[src/rtl/pipe_pkg.sv]
// ============================================================================
// pipe_pkg : shared state encoding, colours and LFSR definition for pipe_field
// Rev 1.0
// ============================================================================
`default_nettype none

package pipe_pkg;

    typedef enum logic [1:0] {
        ST_IDLE = 2'd0,
        ST_RUN  = 2'd1,
        ST_HIT  = 2'd2
    } state_t;

    // Colours packed as {R, G, B}
    localparam logic [2:0] RGB_BLACK = 3'b000;
    localparam logic [2:0] RGB_PIPE  = 3'b010;
    localparam logic [2:0] RGB_HIT   = 3'b110;

    localparam logic [7:0] LFSR_SEED = 8'hA5;
    // Taps 8,6,5,4 expressed as a mask over bits [7:0]
    localparam logic [7:0] LFSR_TAPS = 8'b1011_1000;

    function automatic logic [7:0] lfsr_step(input logic [7:0] v);
        return {v[6:0], ^(v & LFSR_TAPS)};
    endfunction

endpackage

`default_nettype wire

[src/rtl/pipe_field_lane.sv]
// ============================================================================
// pipe_lane : one pipe's position, gap, wrap, pixel coverage and score crossing
// Rev 1.0
// ============================================================================
`default_nettype none

module pipe_lane
    import pipe_pkg::*;
#(
    parameter int INDEX     = 0,
    parameter int NUM_PIPES = 2,
    parameter int SCREEN_W  = 640,
    parameter int PIPE_W    = 40,
    parameter int GAP_H     = 120,
    parameter int GAP_MIN   = 40,
    parameter int SPACING   = 360,
    parameter int SPEED     = 2,
    parameter int BIRD_X    = 160
) (
    input  logic       clk,
    input  logic       rst_n,
    input  logic [9:0] counter_x,
    input  logic [8:0] counter_y,
    input  logic       move,
    input  logic       reload,
    input  logic [6:0] rnd,
    output logic       covers,
    output logic       crossed
);

    localparam logic [10:0] X_INIT   = 11'(SCREEN_W + PIPE_W + INDEX * SPACING);
    localparam logic [8:0]  G_INIT   = 9'(GAP_MIN + 64);
    localparam logic [8:0]  G_MIN    = 9'(GAP_MIN);
    localparam logic [10:0] WIDTH    = 11'(PIPE_W);
    localparam logic [10:0] STEP     = 11'(SPEED);
    localparam logic [10:0] WRAP_ADD = 11'(NUM_PIPES * SPACING - SPEED);
    localparam logic [10:0] BIRD_COL = 11'(BIRD_X);
    localparam logic [9:0]  GAP_HGT  = 10'(GAP_H);

    logic [10:0] x;
    logic [10:0] x_next;
    logic [8:0]  g;
    logic        wrap;
    logic [10:0] cx;
    logic [9:0]  cy;
    logic        in_cols;
    logic        in_rows;

    always_comb begin
        wrap   = (x < STEP);
        x_next = wrap ? (x + WRAP_ADD) : (x - STEP);
    end

    always_ff @(posedge clk or negedge rst_n) begin
        if (!rst_n) begin
            x <= X_INIT;
            g <= G_INIT;
        end else if (reload) begin
            x <= X_INIT;
            g <= G_INIT;
        end else if (move) begin
            x <= x_next;
            if (wrap) begin
                g <= G_MIN + {2'b00, rnd};
            end
        end
    end

    // Left edge tested as cx + WIDTH >= x so nothing underflows near column 0
    always_comb begin
        cx      = {1'b0, counter_x};
        cy      = {1'b0, counter_y};
        in_cols = (cx < x) && ((cx + WIDTH) >= x);
        in_rows = (cy < {1'b0, g}) || (cy >= ({1'b0, g} + GAP_HGT));
        covers  = in_cols && in_rows;
        crossed = move && (x > BIRD_COL) && (x_next <= BIRD_COL);
    end

endmodule

`default_nettype wire

[src/rtl/pipe_field.sv]
// ============================================================================
// pipe_field : scrolling pipe obstacles with colour output, collision and score
// Rev 1.0
// ============================================================================
`default_nettype none

module pipe_field
    import pipe_pkg::*;
#(
    parameter int NUM_PIPES = 2,
    parameter int SCREEN_W  = 640,
    parameter int SCREEN_H  = 480,
    parameter int PIPE_W    = 40,
    parameter int GAP_H     = 120,
    parameter int GAP_MIN   = 40,
    parameter int SPACING   = 360,
    parameter int SPEED     = 2,
    parameter int BIRD_X    = 160
) (
    input  logic       Clk,
    input  logic       Reset,
    input  logic [9:0] CounterX,
    input  logic [8:0] CounterY,
    input  logic       FrameTick,
    input  logic       Start,
    input  logic       BirdPixel,
    output logic       R,
    output logic       G,
    output logic       B,
    output logic       Collision,
    output logic [7:0] Score,
    output logic [1:0] State
);

    if (GAP_MIN + 127 + GAP_H > SCREEN_H) begin : g_chk_gap
        $error("pipe_field: GAP_MIN+127+GAP_H exceeds SCREEN_H");
    end
    if (SCREEN_W + PIPE_W + (NUM_PIPES - 1) * SPACING >= 2048) begin : g_chk_xmax
        $error("pipe_field: initial x of last pipe does not fit 11 bits");
    end
    if (NUM_PIPES * SPACING < SCREEN_W + PIPE_W) begin : g_chk_spacing
        $error("pipe_field: NUM_PIPES*SPACING smaller than SCREEN_W+PIPE_W");
    end

    state_t                 state;
    state_t                 state_next;
    logic [7:0]             lfsr;
    logic [7:0]             lfsr_next;
    logic [7:0]             score;
    logic [2:0]             rgb;
    logic [NUM_PIPES-1:0]   covers;
    logic [NUM_PIPES-1:0]   crossed;
    logic                   in_screen;
    logic                   pipe_pix;
    logic                   hit_now;
    logic                   move;
    logic                   reload;
    logic [3:0]             cross_cnt;
    logic [8:0]             score_sum;

    for (genvar i = 0; i < NUM_PIPES; i++) begin : g_lanes
        pipe_lane #(
            .INDEX     (i),
            .NUM_PIPES (NUM_PIPES),
            .SCREEN_W  (SCREEN_W),
            .PIPE_W    (PIPE_W),
            .GAP_H     (GAP_H),
            .GAP_MIN   (GAP_MIN),
            .SPACING   (SPACING),
            .SPEED     (SPEED),
            .BIRD_X    (BIRD_X)
        ) u_lane (
            .clk       (Clk),
            .rst_n     (Reset),
            .counter_x (CounterX),
            .counter_y (CounterY),
            .move      (move),
            .reload    (reload),
            .rnd       (lfsr_next[6:0]),
            .covers    (covers[i]),
            .crossed   (crossed[i])
        );
    end

    always_comb begin
        in_screen = ({1'b0, CounterX} < 11'(SCREEN_W)) && ({1'b0, CounterY} < 10'(SCREEN_H));
        pipe_pix  = in_screen && (|covers);
        hit_now   = (state == ST_RUN) && BirdPixel && pipe_pix;
        // A collision on the tick cycle wins: nothing moves or scores
        move      = (state == ST_RUN) && FrameTick && !hit_now;
        lfsr_next = lfsr_step(lfsr);
    end

    always_comb begin
        state_next = state;
        reload     = 1'b0;
        case (state)
            ST_IDLE: if (Start)   state_next = ST_RUN;
            ST_RUN:  if (hit_now) state_next = ST_HIT;
            ST_HIT: begin
                if (Start) begin
                    state_next = ST_IDLE;
                    reload     = 1'b1;
                end
            end
            default: state_next = ST_IDLE;
        endcase
    end

    always_comb begin
        cross_cnt = '0;
        for (int i = 0; i < NUM_PIPES; i++) begin
            cross_cnt = cross_cnt + {3'b000, crossed[i]};
        end
        score_sum = {1'b0, score} + {5'b00000, cross_cnt};
    end

    always_ff @(posedge Clk or negedge Reset) begin
        if (!Reset) begin
            state <= ST_IDLE;
            lfsr  <= LFSR_SEED;
            score <= '0;
            rgb   <= RGB_BLACK;
        end else begin
            state <= state_next;
            if (move) begin
                lfsr <= lfsr_next;
            end
            if (reload) begin
                score <= '0;
            end else if (move) begin
                score <= score_sum[8] ? 8'hFF : score_sum[7:0];
            end
            if (pipe_pix) begin
                rgb <= (state == ST_HIT) ? RGB_HIT : RGB_PIPE;
            end else begin
                rgb <= RGB_BLACK;
            end
        end
    end

    assign {R, G, B}  = rgb;
    assign Collision  = (state == ST_HIT);
    assign Score      = score;
    assign State      = state;

endmodule

`default_nettype wire

[config.mk]
export PLATFORM = sky130hd
export DESIGN_NAME = pipe_field
export DESIGN_NICKNAME = d
export VERILOG_FILES = /design/src/rtl/pipe_pkg.sv /design/src/rtl/pipe_field_lane.sv /design/src/rtl/pipe_field.sv
export SDC_FILE = /design/constraint.sdc
export NUM_CORES = 1
export LEC_CHECK = 0
export CAP_MARGIN = 0
export CORE_MARGIN = 3
export CORE_UTILIZATION = 30
export DETAILED_ROUTE_END_ITERATION = 10
export GPL_ROUTABILITY_DRIVEN = 0
export GPL_TIMING_DRIVEN = 0
export PLACE_DENSITY = 0.5
export SLEW_MARGIN = 10
export SYNTH_ARGS = -nofsm -noshare
export SYNTH_HDL_FRONTEND = slang
export SYNTH_SLANG_ARGS = --single-unit
[constraint.sdc]
create_clock -name Clk -period 10.3 [get_ports Clk]
set_clock_uncertainty 0.2 [all_clocks]
set_input_delay 2.06 -clock Clk [delete_from_list [all_inputs] [get_ports Clk]]
set_output_delay 2.06 -clock Clk [all_outputs]
set_load 0.01 [all_outputs]
After elaboration in Yosys (flattened, before gate mapping):

Index checks and enable logic that the tools add are counted.

* register bits after elaboration: 61
* bits in latches: 0
* memory bits (writable): 0
* ROM bits: 0
* bits of input ports: 24
* output and inout bits: 14
* word-level logic and storage cells: 88
* memories: 0

* add/subtract/negate cells: 10
* multipliers: 0
* div/mod/pow operators: 0
* order comparisons: 16
* eq/ne operators: 5
* shift operators: 0
* mux-type cells: 23
* bitwise logic cells: 0
* reduce and logical (&&, ||, !) cells: 26

Operator list (count)
* 11-bit 2-to-1 mux: 6
* 9-bit 2-to-1 mux: 6
* 8-bit 2-to-1 mux: 3
* 11-bit by 10-bit adder with 11-bit output (second input constant): 2
* 11-bit greater-or-equal comparator: 2
* 11-bit by 8-bit greater-than comparator with 1-bit output (second input constant): 2
* 11-bit by 8-bit less-or-equal comparator with 1-bit output (second input constant): 2
* 10-bit by 11-bit less-than comparator with 1-bit output: 2
* 11-bit by 2-bit less-than comparator with 1-bit output (second input constant): 2
* 11-bit by 2-bit subtractor with 11-bit output (second input constant): 2
* 9-bit by 7-bit adder with 10-bit output (second input constant): 2
* 9-bit by 10-bit greater-or-equal comparator with 1-bit output: 2
* 9-bit less-than comparator: 2
* 1-bit logical AND: 14
* 10-bit by 6-bit adder with 11-bit output (second input constant): 1
* 10-bit less-than comparator (second input constant): 1
* 8-bit by 2-bit adder with 9-bit output: 1
* 9-bit less-than comparator (second input constant): 1
* 6-bit by 7-bit adder with 8-bit output (first input constant): 1
* 8-bit parity: 1
* 2-bit 2-to-1 mux: 3
* 3-bit 2-to-1 mux: 2
* 2-bit != test (second input constant): 3
* 2-bit one-hot mux with 3 select lines: 1
* 11 further kinds: 16

Logic depth before layout (Yosys ltp):

* word-level depth: 16
* mapped depth: 21
* gate-level depth less buffers: 21

Modules after synthesis:

From an unflattened synthesis, not the netlist that was laid out.

* cells, all modules: 553
* area total of the unflattened synthesis: 4987.3 sq um

Modules (own cells, without submodules)
* pipe_lane at g_lanes[1].u_lane: times used 1, cells an instance 237, area an instance 1988.2 sq um, seq. area each 456.7 sq um
* pipe_lane at g_lanes[0].u_lane: times used 1, cells an instance 226, area an instance 1955.6 sq um, seq. area each 459.2 sq um
* pipe_field: times used 1, cells an instance 90, area an instance 1043.5 sq um, seq. area each 505.5 sq um

Worst setup path after synthesis:

Ideal clock, no wire load.

* path type: input -> register
* start point: input CounterX[3]
* end point: register score[2], in the netlist Score[2]
* library setup time: 86 ps
* arrival: 5564 ps
* data required time: 10014 ps
* slack: 4450 ps
* stages: 18
* path buffers: 0
* cells stage by stage: ha_1 -> o2111ai_1 -> xnor2_1 -> ha_1 -> and3_1 -> a31oi_1 -> a211o_1 -> o22ai_4 -> nand2_4 -> nand2_1 -> or4_1 -> fa_1 -> inv_1 -> ha_1 -> and3_1 -> nand3_1 -> and4_1 -> nor3_1

* cells in the longest elaborated chain, start to end: 16
* elaborated cells between the ends (all ways): 26
* those cells by class: 3 x add/sub; 5 x order compare; 3 x mux; 15 x reduce/logical

RTL lines
* start: declaration: line pipe_field.sv:22 `input logic [9:0] CounterX,`
* 10-bit by 6-bit adder with 11-bit output: line pipe_field_lane.sv:73 `in_cols = (cx < x) && ((cx + WIDTH) >= x);`
* 11-bit greater-or-equal comparator: line pipe_field_lane.sv:73
* 1-bit logical AND: line pipe_field_lane.sv:73
* 1-bit logical AND: line pipe_field_lane.sv:75 `covers = in_cols && in_rows;`
* 2-bit OR reduction: line pipe_field.sv:87 `pipe_pix = in_screen && (|covers);`
* 1-bit logical AND (*): line pipe_field.sv:87
* 1-bit logical AND (*): line pipe_field.sv:88 `hit_now = (state == ST_RUN) && BirdPixel && pipe_pix;`
* 1-bit zero test (*): line pipe_field.sv:90 `move = (state == ST_RUN) && FrameTick && !hit_now;`
* 1-bit logical AND (*): line pipe_field.sv:90
* 1-bit logical AND (2 in a row): line pipe_field_lane.sv:76 `crossed = move && (x > BIRD_COL) && (x_next <= BIRD_COL);`
* 1-bit by 1-bit adder with 2-bit output: line pipe_field.sv:113 `cross_cnt = cross_cnt + {3'b000, crossed[i]};`
* 8-bit by 2-bit adder with 9-bit output: line pipe_field.sv:115 `score_sum = {1'b0, score} + {5'b00000, cross_cnt};`
* 8-bit 2-to-1 mux: line pipe_field.sv:132 `score <= score_sum[8] ? 8'hFF : score_sum[7:0];`
* 8-bit 2-to-1 mux: line pipe_field.sv:131 `end else if (move) begin`
* 8-bit 2-to-1 mux: line pipe_field.sv:129 `if (reload) begin`
* end signal: assignment: line pipe_field.sv:132
* end: declaration: line pipe_field.sv:49 `logic [7:0] score;`

Mark *: on every way between the ends. The rest lies on a longest branch, timed or not. The select of a mux whose other input is x is not followed.
A chain may end at the register's enable or synchronous reset.

Final worst setup path:

Same ends and word-level chain as after synthesis.

==> qor.csv <==
stage;metric;value;unit
sta;period_share;0.683;
worst_setup_path;cp_num_buf_inv;3;
hold_path;min_from;State[1];
final_layout;area_growth;15.9;%
sta;worst_hold_slack;0.293;ns
hold_path;hold_class;flop to flop;
synth;synth_cell_types;72;
die;row_count;45;
synth;synth_seq_area_share;0.295;
sta;clock.fmax;142;MHz
hold_path;min_to;State[0];
sta;rsz0062_at_grt;no;
global_route;grt_pass1_vias;4067;
clock_tree;ctsResizeCount;0;
sta;maxSlewHeadroom;0.391;
final_layout;diodes;0;
die;die_w;133;µm
sta;hold_violations;0;
sta;layout_min_cycle_time;7.04;ns
global_route;grt_use_total;0.143;
synth;synth-seq-cells;56;
pwr;total_power;1.23;mW
worst_setup_path;r2r_slack;5.22;ns
route;via_per_inst;5.09;
sta;worst_pin_slew;0.902;ns
clock_tree;clkTransAtPathRegs;0.08;ns
worst_setup_path;crit_top_cell;ha_1;
clock_tree;worst_skew_pair.late_latency;0.30;ns
placed_design;io_buffers;35;
final_layout;design_area;5570;µm²
synth;yosysTopAreaCellShare;0.208;
global_route;grt_pass1_wl;20700;µm
route;drtPass1Iterations;4;
outcome;status;complete, no violations;
sta;finalSetupTns;0;ns
worst_setup_path;crit_path_end_kind;flop;
worst_setup_path;crit_arrival;7.06;ns
synth;synth_edf_count;0;
global_route;antenna_found_initial;0;
synth;yosysWarnings;0;
clock_tree;h-tree-depth;2;
route;detail-route-antenna-nets;0;
die;io_pins;38;
synth;synthArstFlopShare;1.00;
synth;synth_commonest_cells;ha_1 (73), inv_1 (43), dfrtp_1 (40);
pwr;peakVddDrop;0.0000772;V
route;wl_per_cell;15.7;µm
final_layout;nNetsFinal;664;
synth;yosys-top-cells-area;dfrtp_1 (21%), ha_1 (19%), dfstp_2 (8.7%);
sta;drv_slew;0;
sta;setup_violations;0;
hold_path;holdPathStages;1;
clock_tree;post-cts-setup-buffers;0;
global_route;grt_overflow;0;
global_route;grt_max_degree;57;
clock_tree;cts_tree;done;
clock_tree;cts_sinks;56;
sta;worst_slack;3.26;ns
clock_tree;root_buffer;clkbuf_16;
placed_design;pre_cts_slack;3.01;ns
clock_tree;clk_path_buf_depth;2;
die;core-area;15400;µm²
worst_setup_path;ff2ff_path_depth;20;
pwr;power_leakage;2.42;nW
synth;synth_area_per_cell;9.18;µm²
route;drt_wl_total;12200;µm
worst_setup_path;r2r-end;Score[2];
die;die_y;133;µm
synth;yosysTopAreaCell;dfrtp_1;
worst_setup_path;start_kind;primary input;
route;drc;0;
route;drt-initial-drc-count;200;
synth;synth_ff_type;dfrtp_1;
placed_design;placed_area;5420;µm²
pwr;p_per_area;221;nW/µm²
route;vias;3958;
run;drv_cap;0;
synth;synth_most_common_cell;ha_1;
worst_setup_path;reg2reg_from;g_lanes[1].u_lane.g[3];
worst_setup_path;path_cells;clkdlybuf4s50_1, ha_1, o2111ai_1, xnor2_1, ha_1, and3_1, a31oi_1, a211o_1, o22ai_4, a21boi_4, buf_2, o311ai_0, fa_1, inv_1, ha_1, and3_1, nand3_1, and4_1, nor3_1;
final_layout;drive_above_1_share;0.109;
worst_setup_path;critPathSlowestCell;clkdlybuf4s50_1;
clock_tree;postCtsHoldBufs;0;
worst_setup_path;crit_fanout;10;
clock_tree;cts-buffers-inserted;5;
worst_setup_path;crit_family;compound AO/OA/AOI/OAI gates;
synth;synthCells;524;
die;die_area;17600;µm²
worst_setup_path;critPathRequiredTime;10.32;ns
die;start_util;0.312;
worst_setup_path;max_stage_delay;0.58;ns
synth;syn_nets;622;
placed_design;dp_hpwl;9640;µm
synth;syn-cell-area;4810;µm²
worst_setup_path;criticalPathCategory;primary input to flop;
==> worst max path at each step <==
stage / from / to / cells past startpoint
after floorplan: CounterX[3] / Score[2] / 18
after global placement: CounterX[3] / Score[2] / 19
after detailed placement: CounterX[3] / Score[2] / 19
after CTS: CounterX[3] / Score[2] / 19
after global routing: CounterX[3] / Score[2] / 19
final: CounterX[3] / Score[2] / 19
==> flip-flops by register name (all words and copies together) (netlist names) <==
register / count
Score: 8
State: 2
g_lanes.u_lane.g: 16
g_lanes.u_lane.x: 20
lfsr: 8
rgb: 2
==> cells by family (layout without fill, tap and decap cells) <==
logic type | after synthesis | count (layout) | share of synthesized area
AOI/OAI and AO/OA | 122 | 122 | 0.177
xor gates and xnor gates | 21 | 21 | 0.0398
DFF | 56 | 56 | 0.295
adders and majority gates | 74 | 74 | 0.194
buffers and inverters | 59 | 102 | 0.0510
and+or+nand+nor | 163 | 163 | 0.182
muxes | 28 | 28 | 0.0601
other | 1 | 1 | 0.000779
==> worst register-to-register path: cells and delay by family (launching register included) <==
kind,cells,cell delay (ns)
XOR/XNOR,1,0.12
AO/OA/AOI/OAI,7,1.49
flip-flops,1,0.57
buffers and inverters,3,0.46
AND/OR/NAND/NOR,5,0.96
adder cells (fa/ha/maj),4,1.19
==> layout make-up <==
type	instances	area, µm²
sequential	56	1420
fill	1618	9850
clock inverter	3	26.3
timing repair buffer	35	348
buffer	14	76.3
multi-input combinational	409	3140
inverter	45	169
clock buffer	5	125
tap	211	264
==> cells in the final DEF, fill, tap and decap left out, types with 6 or more instances in the layout <==
cell,count
a21oi_1,37
o211ai_1,6
nand3_1,24
nand2b_1,7
a21o_1,7
ha_1,73
and3_1,11
mux2_2,7
and2_1,6
clkdlybuf4s50_1,34
nor2_1,35
o21ai_0,21
dfrtp_1,40
dfstp_2,16
nor3_1,11
buf_2,6
xnor2_1,17
inv_1,43
mux2i_1,21
o21a_1,6
nand2_1,38
a31oi_1,6
==> through the flow <==
stage,utilization,std cells
floorplan,-,524
global placement,0.352,770
detailed placement,0.352,770
CTS,0.361,778
global route,0.361,778
finish,0.361,778
==> per-layer routing <==
layer	wire length [µm]	track usage	vias to the layer above
met2	5430	0.226	70
met3	549	0.0240	9
met5	0	0	-
met1	6090	0.204	1876
li1	-	-	2003
met4	138	0.0312	0
==> power by group <==
part           leakage [nW]  switching (mW)  internal, mW  total [mW]
logic                  1.66           0.376         0.295       0.672
clock network        0.0680          0.0875        0.0922       0.180
registers             0.690          0.0741         0.309       0.383
total                  2.42           0.538         0.696        1.23
Note: power is estimated with default switching activity, not from simulation.
